File: src/rtl/dbg_bridge_pkg.sv
// rtl/dbg_bridge_pkg.sv - shared types and constants for the debug memory bridge
package dbg_bridge_pkg;

    // Command register is sized for the widest supported bus; narrower instances leave the top bits zero.
    localparam int unsigned CMD_ADDR_W = 64;
    localparam int unsigned CMD_DATA_W = 64;

    localparam logic [CMD_DATA_W/8-1:0] BE_ALL = '1;

    typedef enum logic [1:0] {
        IDLE = 2'd0,
        REQ  = 2'd1,
        RESP = 2'd2,
        DONE = 2'd3
    } dbg_br_state_e;

    typedef struct packed {
        logic                  we;
        logic [CMD_ADDR_W-1:0] addr;
        logic [CMD_DATA_W-1:0] wdata;
    } dbg_cmd_t;

    function automatic int TIMEOUT_W(input int unsigned timeout);
        return $clog2(timeout + 1);
    endfunction

endpackage

File: src/rtl/dbg_mem_bridge_if.sv
// rtl/dbg_mem_bridge_if.sv - req/gnt/rvalid system-bus port of the debug memory bridge
interface dbg_mem_bridge_if #(
    parameter int unsigned ADDR_W = 32,
    parameter int unsigned DATA_W = 32
);
    logic                bus_req_o;
    logic                bus_gnt_i;
    logic                bus_we_o;
    logic [ADDR_W-1:0]   bus_addr_o;
    logic [DATA_W-1:0]   bus_wdata_o;
    logic [DATA_W/8-1:0] bus_be_o;
    logic                bus_rvalid_i;
    logic [DATA_W-1:0]   bus_rdata_i;
    logic                bus_err_i;

    modport master (
        output bus_req_o, bus_we_o, bus_addr_o, bus_wdata_o, bus_be_o,
        input  bus_gnt_i, bus_rvalid_i, bus_rdata_i, bus_err_i
    );

    modport slave (
        input  bus_req_o, bus_we_o, bus_addr_o, bus_wdata_o, bus_be_o,
        output bus_gnt_i, bus_rvalid_i, bus_rdata_i, bus_err_i
    );
endinterface

File: src/rtl/dbg_timeout_cnt.sv
// rtl/dbg_timeout_cnt.sv - saturating access timer with clear, enable and hit
module dbg_timeout_cnt
    import dbg_bridge_pkg::*;
#(
    parameter int unsigned LIMIT = 255
) (
    input  logic clk_i,
    input  logic rst_i,
    input  logic clr,
    input  logic en,
    output logic hit
);
    localparam int W = TIMEOUT_W(LIMIT);

    logic [W-1:0] cnt_q;

    always_ff @(posedge clk_i) begin
        if (rst_i || clr) begin
            cnt_q <= '0;
        end else if (en && (cnt_q != W'(LIMIT))) begin
            cnt_q <= cnt_q + 1'b1;
        end
    end

    // Fires on the edge that completes the LIMIT-th counted cycle.
    assign hit = en && (cnt_q >= W'(LIMIT - 1));

endmodule

File: src/rtl/dbg_mem_bridge.sv
// rtl/dbg_mem_bridge.sv - debug-module level command to req/gnt/rvalid bus bridge
module dbg_mem_bridge
    import dbg_bridge_pkg::*;
#(
    parameter int unsigned ADDR_W  = 32,
    parameter int unsigned DATA_W  = 32,
    parameter int unsigned TIMEOUT = 255
) (
    input  logic              clk_i,
    input  logic              rst_i,
    input  logic              dbg_op_req_i,
    input  logic              dbg_mem_we_i,
    input  logic [ADDR_W-1:0] dbg_mem_addr_i,
    input  logic [DATA_W-1:0] dbg_mem_wdata_i,
    output logic [DATA_W-1:0] dbg_mem_rdata_o,
    output logic              dbg_busy_o,
    output logic              dbg_err_o,
    dbg_mem_bridge_if.master  bus
);
    dbg_br_state_e state_q, state_d;
    dbg_cmd_t      cmd_q, live_cmd;

    logic accept;
    logic misaligned;
    logic set_err;
    logic load_rdata;
    logic tmo_hit;
    logic tmo_en;

    always_comb begin
        live_cmd                    = '0;
        live_cmd.we                 = dbg_mem_we_i;
        live_cmd.addr[ADDR_W-1:0]   = dbg_mem_addr_i;
        live_cmd.wdata[DATA_W-1:0]  = dbg_mem_wdata_i;
    end

    assign misaligned = |dbg_mem_addr_i[1:0];
    assign tmo_en     = (state_q == REQ) || (state_q == RESP);

    always_comb begin
        state_d    = state_q;
        accept     = 1'b0;
        set_err    = 1'b0;
        load_rdata = 1'b0;
        case (state_q)
            IDLE: begin
                if (dbg_op_req_i) accept = 1'b1;
            end
            REQ: begin
                // Timeout wins over a coincident grant; any late response is then stray.
                if (tmo_hit) begin
                    set_err = 1'b1;
                    state_d = DONE;
                end else if (bus.bus_gnt_i) begin
                    state_d = RESP;
                end
            end
            RESP: begin
                if (bus.bus_rvalid_i) begin
                    set_err    = bus.bus_err_i;
                    load_rdata = !cmd_q.we && !bus.bus_err_i;
                    state_d    = DONE;
                end else if (tmo_hit) begin
                    set_err = 1'b1;
                    state_d = DONE;
                end
            end
            DONE: begin
                if (!dbg_op_req_i) state_d = IDLE;
                else if (live_cmd != cmd_q) accept = 1'b1;
            end
            default: state_d = IDLE;
        endcase
        if (accept) state_d = misaligned ? DONE : REQ;
    end

    always_ff @(posedge clk_i) begin
        if (rst_i) begin
            state_q         <= IDLE;
            cmd_q           <= '0;
            dbg_mem_rdata_o <= '0;
            dbg_err_o       <= 1'b0;
            dbg_busy_o      <= 1'b0;
            bus.bus_req_o   <= 1'b0;
            bus.bus_be_o    <= '0;
        end else begin
            state_q <= state_d;
            if (accept) cmd_q <= live_cmd;
            if (accept)       dbg_err_o <= misaligned;
            else if (set_err) dbg_err_o <= 1'b1;
            if (load_rdata) dbg_mem_rdata_o <= bus.bus_rdata_i;
            dbg_busy_o    <= (state_d == REQ) || (state_d == RESP);
            bus.bus_req_o <= (state_d == REQ);
            bus.bus_be_o  <= (state_d == REQ) ? BE_ALL[DATA_W/8-1:0] : '0;
        end
    end

    assign bus.bus_we_o    = cmd_q.we;
    assign bus.bus_addr_o  = cmd_q.addr[ADDR_W-1:0];
    assign bus.bus_wdata_o = cmd_q.wdata[DATA_W-1:0];

    dbg_timeout_cnt #(.LIMIT(TIMEOUT)) u_tmo (
        .clk_i (clk_i),
        .rst_i (rst_i),
        .clr   (accept),
        .en    (tmo_en),
        .hit   (tmo_hit)
    );

endmodule
File: src/flat_wrapper.sv
// flat-port wrapper written by rule: the top's interface ports become plain ports
module dbg_mem_bridge_flat import dbg_bridge_pkg::*;
#(
    parameter int unsigned ADDR_W  = 32,
    parameter int unsigned DATA_W  = 32,
    parameter int unsigned TIMEOUT = 255
)
  (clk_i, rst_i, dbg_op_req_i, dbg_mem_we_i, dbg_mem_addr_i, dbg_mem_wdata_i, dbg_mem_rdata_o, dbg_busy_o, dbg_err_o, bus_bus_req_o, bus_bus_we_o, bus_bus_addr_o, bus_bus_wdata_o, bus_bus_be_o, bus_bus_gnt_i, bus_bus_rvalid_i, bus_bus_rdata_i, bus_bus_err_i);
  dbg_mem_bridge_if #(.ADDR_W(ADDR_W), .DATA_W(DATA_W)) bus_i ();
  input  logic clk_i;
  input  logic rst_i;
  input  logic dbg_op_req_i;
  input  logic dbg_mem_we_i;
  input  logic [ADDR_W-1:0] dbg_mem_addr_i;
  input  logic [DATA_W-1:0] dbg_mem_wdata_i;
  output logic [DATA_W-1:0] dbg_mem_rdata_o;
  output logic dbg_busy_o;
  output logic dbg_err_o;
  output wire logic [$bits(bus_i.bus_req_o)-1:0] bus_bus_req_o;
  output wire logic [$bits(bus_i.bus_we_o)-1:0] bus_bus_we_o;
  output wire logic [$bits(bus_i.bus_addr_o)-1:0] bus_bus_addr_o;
  output wire logic [$bits(bus_i.bus_wdata_o)-1:0] bus_bus_wdata_o;
  output wire logic [$bits(bus_i.bus_be_o)-1:0] bus_bus_be_o;
  input wire logic [$bits(bus_i.bus_gnt_i)-1:0] bus_bus_gnt_i;
  input wire logic [$bits(bus_i.bus_rvalid_i)-1:0] bus_bus_rvalid_i;
  input wire logic [$bits(bus_i.bus_rdata_i)-1:0] bus_bus_rdata_i;
  input wire logic [$bits(bus_i.bus_err_i)-1:0] bus_bus_err_i;
  assign bus_bus_req_o = bus_i.bus_req_o;
  assign bus_bus_we_o = bus_i.bus_we_o;
  assign bus_bus_addr_o = bus_i.bus_addr_o;
  assign bus_bus_wdata_o = bus_i.bus_wdata_o;
  assign bus_bus_be_o = bus_i.bus_be_o;
  assign bus_i.bus_gnt_i = bus_bus_gnt_i;
  assign bus_i.bus_rvalid_i = bus_bus_rvalid_i;
  assign bus_i.bus_rdata_i = bus_bus_rdata_i;
  assign bus_i.bus_err_i = bus_bus_err_i;
  dbg_mem_bridge #(.ADDR_W(ADDR_W), .DATA_W(DATA_W), .TIMEOUT(TIMEOUT)) u_core (.clk_i(clk_i), .rst_i(rst_i), .dbg_op_req_i(dbg_op_req_i), .dbg_mem_we_i(dbg_mem_we_i), .dbg_mem_addr_i(dbg_mem_addr_i), .dbg_mem_wdata_i(dbg_mem_wdata_i), .dbg_mem_rdata_o(dbg_mem_rdata_o), .dbg_busy_o(dbg_busy_o), .dbg_err_o(dbg_err_o), .bus(bus_i));
endmodule
File: config.mk
export PLATFORM = sky130hd
export DESIGN_NAME = dbg_mem_bridge_flat
export DESIGN_NICKNAME = d
export VERILOG_FILES = /design/src/rtl/dbg_bridge_pkg.sv /design/src/rtl/dbg_mem_bridge_if.sv /design/src/rtl/dbg_timeout_cnt.sv /design/src/rtl/dbg_mem_bridge.sv /design/src/flat_wrapper.sv
export SDC_FILE = /design/constraint.sdc
export NUM_CORES = 1
export LEC_CHECK = 0
export ABC_AREA = 1
export CORE_ASPECT_RATIO = 0.75
export CORE_MARGIN = 1.5
export CORE_UTILIZATION = 65
export DETAILED_ROUTE_END_ITERATION = 10
export DONT_BUFFER_PORTS = 1
export PLACE_DENSITY = 0.81
export SYNTH_ARGS = -nofsm -noshare
export SYNTH_HDL_FRONTEND = slang
export SYNTH_HIERARCHICAL = 1
export SYNTH_SLANG_ARGS = --single-unit
export TNS_END_PERCENT = 30
File: constraint.sdc
create_clock -name clk_i -period 5.3 [get_ports clk_i]
set_clock_uncertainty 0.05 [all_clocks]
set_input_delay 1.325 -clock clk_i [delete_from_list [all_inputs] [get_ports clk_i]]
set_output_delay 1.325 -clock clk_i [all_outputs]
set_load 0.02 [all_outputs]
==> results of run 1 <==
-- worst max path at each step --
stage                              startpoint                   endpoint  slack, ps
after global routing      dbg_mem_wdata_i[26]      u_core/u_tmo/cnt_q[1]       1680
after global placement    dbg_mem_wdata_i[13]   u_core/bus.bus_addr_o[3]       1810
after detailed placement    dbg_mem_addr_i[4]  u_core/bus.bus_addr_o[30]       1720
final                     dbg_mem_wdata_i[26]      u_core/u_tmo/cnt_q[2]       1970
after CTS                 dbg_mem_wdata_i[26]      u_core/u_tmo/cnt_q[3]       2030
after floorplan             dbg_mem_addr_i[7]      u_core/u_tmo/cnt_q[2]       2470
-- routing by layer --
layer | track usage (%) | wire length [um] | up-vias
li1 | - | - | 2654
met1 | 31.8 | 5400 | 2356
met2 | 49.1 | 6530 | 207
met3 | 14.2 | 1490 | 38
met4 | 9.21 | 348 | 0
met5 | 0 | 0 | -
-- registers in the layout, summed over array words and instances (netlist names) --
register and flops:
u_core/state_q 2, u_core/dbg_mem_rdata_o 32, u_core/dbg_busy_o 1, u_core/bus.bus_we_o 1
u_core/bus.bus_addr_o 32, u_core/bus.bus_wdata_o 32, u_core/u_tmo/cnt_q 8, u_core/bus.bus_be_o 1
u_core/dbg_err_o 1
-- metrics by stage --
stage	cell area [um2]	power, uW	utilization, %
final	6020	3830	70.6
after global routing	6020	4110	70.6
after CTS	6020	3830	70.6
after detailed placement	5690	3100	66.8
after global placement	5690	3010	66.8
after floorplan	5750	2860	-
-- cell families (layout without fill, tap and decap cells) --
logic type / Yosys count / after routing
buf+inv: 135 / 106
fa+ha+maj: 8 / 8
flops: 110 / 110
simple gates: 477 / 477
xor+xnor: 36 / 36
compound gates: 114 / 114
-- cell usage after synthesis (all sizes together) --
library cell	instances
nor4	1
xor2	2
nor2	186
o21ai	39
nand4	2
a22oi	1
ha	8
xnor2	34
dfxtp	110
inv	87
buf	17
clkbuf	31
nand3b	34
nand3	38
nand2	216
a21oi	73
o2bb2ai	1
-- power groups by stage --
stage | registers [uW] | logic, uW | clock network, uW
2_1_floorplan | 1620 | 1240 | 0
3_3_place_gp | 1710 | 1300 | 0
3_5_place_dp | 1730 | 1380 | 0
4_1_cts | 1710 | 1390 | 740
5_1_grt | 1750 | 1600 | 770
6_report | 1700 | 1400 | 723
-- worst max-delay path, stage by stage --
cell and delay [ps]:
sky130_fd_sc_hd__inv_1 30, sky130_fd_sc_hd__nand2_1 50, sky130_fd_sc_hd__nand2_1 60, sky130_fd_sc_hd__nor2_1 120, sky130_fd_sc_hd__nand2_1 90, sky130_fd_sc_hd__nor2_1 230, sky130_fd_sc_hd__nand2_1 80, sky130_fd_sc_hd__nor2_1 100
sky130_fd_sc_hd__nand3_1 80, sky130_fd_sc_hd__nand2_1 100, sky130_fd_sc_hd__nand2_4 320, sky130_fd_sc_hd__nand2_1 280, sky130_fd_sc_hd__inv_1 60, sky130_fd_sc_hd__nor2_1 330, sky130_fd_sc_hd__inv_1 140, sky130_fd_sc_hd__a21oi_1 130
-- final cells by class --
cell class	count	area share [%]
multi-input cells	635	49.9
flip-flops and latches	110	36.6
inverters	87	5.43
clock buffers	10	3.97
well taps	108	2.25
clock inverters	5	1.39
repair buffers	4	0.499
==> reports/qor_table.md, run 1 <==
| Quantity | Value | Unit |
|:---|:---|:---|
| Largest area contributor in the netlist | sky130_fd_sc_hd__dfxtp_1 | - |
| Nets | 958 | - |
| Number of clock buffers inserted by TritonCTS | 9 | - |
| Nature of the critical path endpoint | register | - |
| Clock sink total | 110 | - |
| WHS Path Cells | 2 | - |
| Root Buffer Master | sky130_fd_sc_hd__clkbuf_16 | - |
| Startpoint of the lowest-slack hold path | u_core/u_tmo/cnt_q[6] | - |
| Post-synthesis to final-layout area growth | 4.73 | % |
| Post-synthesis xor/xnor area fraction | 5.49 | % |
| Width of the chip | 112 | um |
| Share of synthesized cell area in full adder, half adder and majority cells | 1.74 | % |
| FILL cells | 732 | - |
| Simple-Gate Fraction of Synth Area | 34.7 | % |
| Vias in the first global route | 4917 | - |
| Highest fanout seen on the critical path | 59 | - |
| Register-to-Register Setup Slack | 2390 | ps |
| Final std cells w/o fill | 959 | - |
| Clk pin slew, worst setup/hold paths | 70 | ps |
| Detailed-route wire length per cell | 14.3 | um |
| Most used cells in the layout excluding fill and tap cells | sky130_fd_sc_hd__nand2_1, sky130_fd_sc_hd__nor2_1, sky130_fd_sc_hd__dfxtp_1, sky130_fd_sc_hd__inv_1, sky130_fd_sc_hd__a21oi_1 | - |
| Wire length of the first global-routing pass | 22400 | um |
| Avg Synthesized Cell Area | 6.53 | um2 |
| Ratio of cells with drive above 1 in the final layout | 3.41 | % |
| Count of cells resized by post-cts repair | 0 | - |
| Mean number of vias per cell | 5.48 | - |
| Area of the multi-input gates | 0.00300 | mm2 |
| Count of port buffers added during placement | 0 | - |
| Cells after DPL | 944 | - |
| Number of H-tree levels | 3 | - |
| Final Max Slew Viols | 0 | - |
| Worst hold margin | 471 | ps |
| Clock latency on the worst-skew pair | 350 | ps |
| Total of endpoints with negative setup slack in the final report | 0 | - |
| Number of buffers inserted to repair setup after CTS | 0 | - |
| Initial DRC Count | 445 | - |
| Leading cell types by total area after synthesis | sky130_fd_sc_hd__dfxtp_1, sky130_fd_sc_hd__nand2_1, sky130_fd_sc_hd__nor2_1 | - |
| Relative slew slack | 18.2 | % |
| Total routed wirelength | 13800 | um |
| Minimum clock period | 3330 | ps |
| Effective utilization at floorplan | 67.4 | % |
| CP arrival | 3560 | ps |
| Endpoint required time on the critical path | 5530 | ps |
| Worst hold path type | reg2reg | - |
| Sequential cell area | 0.00220 | mm2 |
| Number of warnings issued by yosys | 6 | - |
| Power Internal | 2030 | uW |
| Die H | 84.4 | um |
| Initial antenna violation count | 0 | - |
| Share of cell area taken by muxes after synthesis | 0 | % |
| Startpoint type of the worst setup path | input pin | - |
| Core area | 0.00853 | mm2 |
| Post-route DRC | 0 | - |
| Status | complete, no violations | - |
| Main combinational cell family by area after synthesis | simple AND/OR/NAND/NOR gates | - |
| Power density over cell area | 637 | mW/mm2 |
| Maximum number of pins on one net before global-route repair | 129 | - |
| RSZ-0062 raised after global routing | no | - |
| Overflow after GRT | 0 | - |
| Setup CP Type | in2reg | - |
| Transition time at the pin with the least slew margin | 1230 | ps |
| Sequential share of power | 44.5 | % |
| Most common library cell in the layout ignoring fill and taps | sky130_fd_sc_hd__nand2_1 | - |
| Total Die Area | 0.00942 | mm2 |
| Number of violations of the max-capacitance limit | 0 | - |
| R2R depth | 16 | - |
| Top-area cell type share of the netlist area | 38.3 | % |
| Total negative setup slack | 0 | ps |
| Yosys reg bits | 110 | - |
| Number of library cell types mapped by synthesis | 24 | - |
| Fraction of power consumed by the clock network | 18.9 | % |
| Startpoint of the worst-slack reg-to-reg timing path | u_core/bus.bus_wdata_o[26] | - |
| Net switching power figure | 1800 | uW |
| Maximum ir drop on the vdd rail | 0.344 | mV |
| Final weighted congestion of routability-driven global placement | 0.858 | - |
| Total number of vias | 5255 | - |
| IO Pins | 207 | - |
| Hold_buf cts | 0 | - |
| TritonCTS clock tree | done | - |
| Hold Vio Cnt, Final | 0 | - |
| Highest clock rate | 0.300 | GHz |
| Post-synth net total | 991 | - |
| Seq/Total Area, Yosys | 38.3 | % |
| Total Routing Usage GR | 28.8 | % |
| Synth Instances | 880 | - |
| Site row count | 29 | - |
| Period Utilization, post-route | 62.9 | % |
| Pleak | 0.00265 | uW |
| TritonRoute pass-1 iters | 5 | - |
| Switching share of power | 47.1 | % |
| WHS Endpoint | u_core/u_tmo/cnt_q[6] | - |
| Estimated wirelength of the detail-placed design | 9660 | um |
| Antenna diode count | 0 | - |
| Setup slack after placement | 1720 | ps |
| Capture point of the worst reg-to-reg path | u_core/u_tmo/cnt_q[2] | - |
| Cell area after synthesis | 0.00575 | mm2 |
| Combinational power share | 36.6 | % |
| Synthesized-area fraction occupied by ao, oa, aoi and oai cells | 10.0 | % |
| Post-route worst setup slack | 1970 | ps |
| Number of buffers on the longest clock path | 2 | - |
| Final ANT Viol Nets | 0 | - |
No activity file was read; power rests on OpenSTA's default activity.
==> run 2, diff against run 1 <==
ABC_AREA = 0   (was 1)
CORE_UTILIZATION = 64   (was 65)
PLACE_DENSITY = 0.8   (was 0.81)
clock period = 3.1 ns   (was 5.3 ns; I/O delays follow)
==> reports/qor_table.md, run 2 <==
| Quantity | Value | Unit |
|:---|:---|:---|
| Leading cell types by total area after synthesis | sky130_fd_sc_hd__dfxtp_1, sky130_fd_sc_hd__xor2_1, sky130_fd_sc_hd__a32oi_1 | - |
| Overflow after GRT | 0 | - |
| Total number of vias | 5954 | - |
| Ys flop type | sky130_fd_sc_hd__dfxtp_1 | - |
| Number of warnings issued by yosys | 6 | - |
| Relative slew slack | 30.4 | % |
| Number of buffers inserted to repair setup after CTS | 0 | - |
| RSZ-0062 raised after global routing | no | - |
| Endpoint required time on the critical path | 3350 | ps |
| Vias in the first global route | 5636 | - |
| Die H | 90.2 | um |
| Post-synth net total | 892 | - |
| Transition time at the pin with the least slew margin | 1040 | ps |
| Total Die Area | 0.0107 | mm2 |
| Site row count | 31 | - |
| Core area | 0.00974 | mm2 |
| Total of endpoints with negative setup slack in the final report | 0 | - |
| Top-area cell type share of the netlist area | 34.0 | % |
| Cell area after synthesis | 0.00648 | mm2 |
| Clock latency on the worst-skew pair | 360 | ps |
| FILL cells | 801 | - |
| TritonCTS clock tree | done | - |
| Effective utilization at floorplan | 66.6 | % |
| Startpoint type of the worst setup path | register | - |
| Period Utilization, post-route | 85.7 | % |
| Most common library cell in the layout ignoring fill and taps | sky130_fd_sc_hd__dfxtp_1 | - |
| Clk pin slew, worst setup/hold paths | 80 | ps |
| Ratio of cells with drive above 1 in the final layout | 5.85 | % |
| Power density over cell area | 951 | mW/mm2 |
| TritonRoute pass-1 iters | 5 | - |
| Largest area contributor in the netlist | sky130_fd_sc_hd__dfxtp_1 | - |
| Maximum number of pins on one net before global-route repair | 107 | - |
| Pleak | 0.00236 | uW |
| Most common cell in the synthesized netlist | sky130_fd_sc_hd__dfxtp_1 | - |
| Post-synthesis to final-layout area growth | 3.71 | % |
| Initial DRC Count | 652 | - |
| Root Buffer Master | sky130_fd_sc_hd__clkbuf_16 | - |
| Seq/Total Area, Yosys | 34.0 | % |
| Ordered cell list for the critical path | xor2_1 -> nor4_1 -> nand4_1 -> nor2_4 -> buf_4 -> buf_4 -> nand4_1 -> nand3_1 | - |
| Fraction of registers with async set or reset after synthesis | 0 | % |
| Detailed-route wire length per cell | 21.0 | um |
| Post-route DRC | 0 | - |
| Minimum clock period | 2660 | ps |
| Initial antenna violation count | 0 | - |
| Setup CP Type | reg2reg | - |
| Number of buffers on the longest clock path | 2 | - |
| CP arrival | 2900 | ps |
| Antenna diode count | 0 | - |
| Total routed wirelength | 18200 | um |
| Hold Vio Cnt, Final | 0 | - |
| EDFF count, synth | 0 | - |
| Nature of the critical path endpoint | register | - |
| Avg Synthesized Cell Area | 8.30 | um2 |
| Number of library cell types mapped by synthesis | 45 | - |
| Final core utilization | 69.1 | % |
| Hold_buf cts | 0 | - |
| Worst hold path type | in2reg | - |
| Estimated wirelength of the detail-placed design | 12400 | um |
| Width of the chip | 119 | um |
| Count of cells resized by post-cts repair | 0 | - |
| Synth Instances | 781 | - |
| Count of port buffers added during placement | 0 | - |
| Most used cells in the layout excluding fill and tap cells | sky130_fd_sc_hd__dfxtp_1, sky130_fd_sc_hd__nand2_1, sky130_fd_sc_hd__nand3_1, sky130_fd_sc_hd__nand4_1 | - |
| Nets | 841 | - |
| Number of clock buffers inserted by TritonCTS | 9 | - |
| Highest clock rate | 0.376 | GHz |
| Total Routing Usage GR | 33.2 | % |
| Area of the multi-input gates | 0.00385 | mm2 |
| Wire length of the first global-routing pass | 28800 | um |
| Final Max Slew Viols | 0 | - |
| IO Pins | 207 | - |
| Yosys reg bits | 110 | - |
| Final ANT Viol Nets | 0 | - |
| Clock sink total | 110 | - |
| Highest fanout seen on the critical path | 53 | - |
| Number of violations of the max-capacitance limit | 0 | - |
| Most used standard cells in the synthesized netlist | sky130_fd_sc_hd__dfxtp_1, sky130_fd_sc_hd__nand2_1, sky130_fd_sc_hd__nand3_1, sky130_fd_sc_hd__nand4_1 | - |
| Total negative setup slack | 0 | ps |
| Final weighted congestion of routability-driven global placement | 0.790 | - |
| Maximum ir drop on the vdd rail | 0.557 | mV |
| Sequential cell area | 0.00220 | mm2 |
| Slowest library cell on the worst path | sky130_fd_sc_hd__dfxtp_1 | - |
| Status | complete, no violations | - |
| Mean number of vias per cell | 6.87 | - |
| Number of H-tree levels | 3 | - |
| Maximum cell stage delay along the critical path | 530 | ps |
run 2: layout make-up:
cell class              instances  share of cell area, %
multi-input cells             586                   57.3
flip-flops and latches        110                   32.8
clock buffers                  10                   3.55
well taps                     132                   2.46
repair buffers                 16                   2.34
clock inverters                 6                   1.17
inverters                       7                  0.428
run 2: worst paths after layout:
check                                 from                         end  slack, ps  cells past startpoint
hold reg to reg      u_core/u_tmo/cnt_q[0]       u_core/u_tmo/cnt_q[0]        500                      2
setup / recovery  u_core/bus.bus_addr_o[5]  u_core/bus.bus_wdata_o[19]        440                      8
hold / removal                       rst_i  u_core/dbg_mem_rdata_o[30]        430                      1
setup reg to reg  u_core/bus.bus_addr_o[5]  u_core/bus.bus_wdata_o[19]        440                      8
run 2: metrics by stage:
| stage | instances | worst slack [ps] | total power, uW | instance area, um2 | hold WS, ps |
|---|---|---|---|---|---|
| after floorplan | 781 | 518 | 4560 | 6480 | 442 |
| after global placement | 851 | 368 | 4980 | 6410 | 468 |
| after detailed placement | 851 | 274 | 5130 | 6410 | 491 |
| after CTS | 867 | 505 | 6370 | 6720 | 422 |
| after global routing | 867 | 232 | 6750 | 6720 | 417 |
| final | 867 | 443 | 6390 | 6720 | 428 |
run 2: worst max-delay path, delay by kind of cell (launching register included):
kind          cells  cell delay (ps)
simple gates      5             1010
buf+inv           2              760
flops             1              530
xor+xnor          1              200
run 2: report_power, final:
part / switching (uW) / leakage [uW] / internal [uW] / total (uW)
logic: 1200 / 0.00130 / 781 / 1980
clock network: 574 / 0.000158 / 670 / 1240
registers: 1250 / 0.000902 / 1910 / 3170
run 2: kinds of logic (layout without fill, tap and decap cells):
logic type	count (synthesis)	after routing	synth area share, %
and+or+nand+nor	387	387	34.4
AOI/OAI and AO/OA	123	123	14.1
DFF	110	110	34.0
buffers and inverters	85	39	6.81
xor gates and xnor gates	66	66	8.92
adders and majority gates	8	8	1.54
muxes	2	2	0.309
run 2: routing by layer:
layer  vias up  wire length, um  GRT usage [%]
met3        34             1840           11.9
met5         -                0              0
met2       298             8690           54.8
met1      2837             7250           40.4
li1       2785                -              -
met4         0              400           10.8
==> run 3, diff against run 2 <==
clock period = 3 ns   (was 3.1 ns; I/O delays follow)
==> reports/qor_table.md, run 3 (same netlist as run 2, synthesis figures left out) <==
| Quantity | Value | Unit |
|:---|:---|:---|
| Power density over cell area | 973 | mW/mm2 |
| Root Buffer Master | sky130_fd_sc_hd__clkbuf_16 | - |
| Startpoint of the worst-slack reg-to-reg timing path | u_core/bus.bus_addr_o[10] | - |
| CP arrival | 3040 | ps |
| Endpoint required time on the critical path | 3250 | ps |
| Core area | 0.00974 | mm2 |
| Final std cells w/o fill | 869 | - |
| Final weighted congestion of routability-driven global placement | 0.803 | - |
| IO Pins | 207 | - |
| Hold_buf cts | 0 | - |
| Net switching power figure | 3170 | uW |
| Detailed-route wire length per cell | 21.0 | um |
| Maximum ir drop on the vdd rail | 0.541 | mV |
| Site row count | 31 | - |
| Highest fanout seen on the critical path | 4 | - |
| Number of buffers on the longest clock path | 2 | - |
| Ordered cell list for the critical path | xor2_1 -> nor4_1 -> nand4_1 -> nor3_4 -> a2111oi_0 -> a21o_1 -> ha_1 -> nor2_1 | - |
| Post-route DRC | 0 | - |
| Vias in the first global route | 5527 | - |
| WHS Path Cells | 1 | - |
| Nets | 843 | - |
| TritonCTS clock tree | done | - |
| Status | complete, no violations | - |
| Maximum number of pins on one net before global-route repair | 107 | - |
| Number of H-tree levels | 3 | - |
| Hold Vio Cnt, Final | 0 | - |
| Clk pin slew, worst setup/hold paths | 80 | ps |
| Post-synthesis to final-layout area growth | 4.15 | % |
| Minimum clock period | 2790 | ps |
| WHS Endpoint | u_core/dbg_mem_rdata_o[30] | - |
| Number of buffers inserted to repair setup after CTS | 0 | - |
| Combinational power share | 32.3 | % |
| Clock latency on the worst-skew pair | 350 | ps |
| Final ANT Viol Nets | 0 | - |
| Width of the chip | 119 | um |
| Wire length of the first global-routing pass | 28800 | um |
| Total of endpoints with negative setup slack in the final report | 0 | - |
| Effective utilization at floorplan | 66.6 | % |
| TritonRoute pass-1 iters | 6 | - |
| Cells after DPL | 853 | - |
| Overflow after GRT | 0 | - |
| Total number of vias | 6072 | - |
| Sequential share of power | 49.2 | % |
| Register-to-Register Setup Slack | 210 | ps |
| Setup CP Type | reg2reg | - |
| Estimated wirelength of the detail-placed design | 12400 | um |
| Relative slew slack | 19.8 | % |
| Startpoint of the lowest-slack hold path | rst_i | - |
| Highest clock rate | 0.358 | GHz |
| RSZ-0062 raised after global routing | no | - |
| Initial DRC Count | 678 | - |
| Pleak | 0.00237 | uW |
| Capture point of the worst reg-to-reg path | u_core/dbg_busy_o | - |
| Initial antenna violation count | 0 | - |
| Slowest library cell on the worst path | sky130_fd_sc_hd__a2111oi_0 | - |
| Nature of the critical path endpoint | register | - |
| Ratio of cells with drive above 1 in the final layout | 6.11 | % |
| Worst hold margin | 411 | ps |
| Fraction of power consumed by the clock network | 18.5 | % |
| R2R depth | 8 | - |
| Mean number of vias per cell | 6.99 | - |
| Final Max Slew Viols | 0 | - |
| Number of clock buffers inserted by TritonCTS | 9 | - |
| Worst hold path type | in2reg | - |
| Total negative setup slack | 0 | ps |
| Number of violations of the max-capacitance limit | 0 | - |
| Clock sink total | 110 | - |
| Count of port buffers added during placement | 0 | - |
| Total Die Area | 0.0107 | mm2 |
| Count of cells resized by post-cts repair | 0 | - |
| Total routed wirelength | 18200 | um |
| Period Utilization, post-route | 93.0 | % |
| Transition time at the pin with the least slew margin | 1170 | ps |
| Most used cells in the layout excluding fill and tap cells | sky130_fd_sc_hd__dfxtp_1, sky130_fd_sc_hd__nand2_1, sky130_fd_sc_hd__nand3_1, sky130_fd_sc_hd__nand4_1 | - |
| Startpoint type of the worst setup path | register | - |
| Most common library cell in the layout ignoring fill and taps | sky130_fd_sc_hd__dfxtp_1 | - |
| Maximum cell stage delay along the critical path | 1030 | ps |
| Switching share of power | 48.3 | % |
| Power Internal | 3400 | uW |
| Die H | 90.2 | um |
| Total Routing Usage GR | 33.1 | % |
| Antenna diode count | 0 | - |
-- run 3: changes by cell type in the layout (fill, tap and decap cells not counted), sizes merged --
| cell | previous run | this run |
|---|---|---|
| buf | 16 | 18 |
| clkinv | 0 | 6 |
| clkbuf | 10 | 9 |
| bufinv | 1 | 0 |
| inv | 12 | 8 |
-- run 3: worst max path at each step --
stage / from / end / slack, ps / depth (start not counted)
after floorplan: dbg_mem_wdata_i[19] / u_core/u_tmo/cnt_q[5] / 440 / 9
after global placement: dbg_mem_wdata_i[27] / u_core/dbg_busy_o / 200 / 9
after detailed placement: dbg_mem_addr_i[6] / u_core/bus.bus_wdata_o[21] / 160 / 9
after CTS: u_core/bus.bus_addr_o[10] / u_core/dbg_busy_o / 310 / 8
after global routing: u_core/bus.bus_wdata_o[27] / u_core/dbg_busy_o / 100 / 9
final: u_core/bus.bus_addr_o[10] / u_core/dbg_busy_o / 210 / 8
-- run 3: layer usage --
metal / part of all wire, % / vias up / track usage, %
li1: - / 2791 / -
met1: 39 / 2901 / 40.2
met2: 48 / 342 / 55.2
met3: 10 / 38 / 11.4
met4: 2.6 / 0 / 10.4
met5: 0 / - / 0
-- run 3: power groups by stage --
stage / sequential [uW] / combinational, uW / clock [uW]
2_1_floorplan: 3080 / 1630 / 0
3_3_place_gp: 3210 / 1960 / 0
3_5_place_dp: 3260 / 2060 / 0
4_1_cts: 3230 / 2080 / 1230
5_1_grt: 3310 / 2330 / 1300
6_report: 3230 / 2120 / 1220
-- run 3: cell type report --
class	instances	area (um2)
Sequential cell	110	2200
Clock inverter	7	93.8
Inverter	7	28.8
Tap cell	132	165
Multi-Input combinational cell	586	3850
Timing Repair Buffer	18	185
Fill cell	803	2980
Clock buffer	9	225
-- run 3: per-stage QoR --
step | cell area [um2] | total power (uW) | setup slack, ps | util, %
final | 6750 | 6570 | 209 | 69.4
after global routing | 6750 | 6940 | 101 | 69.4
after CTS | 6750 | 6540 | 313 | 69.4
after detailed placement | 6430 | 5330 | 157 | 66.1
after global placement | 6430 | 5180 | 197 | 66.1
after floorplan | 6480 | 4710 | 443 | -
-- run 3: critical path, delay by kind of cell, from the launching register on --
kind                     cells  cell delay, ps
adder cells (fa/ha/maj)      1             220
AO/OA/AOI/OAI                2            1170
flip-flops                   1             540
XOR/XNOR                     1             300
AND/OR/NAND/NOR              4             450
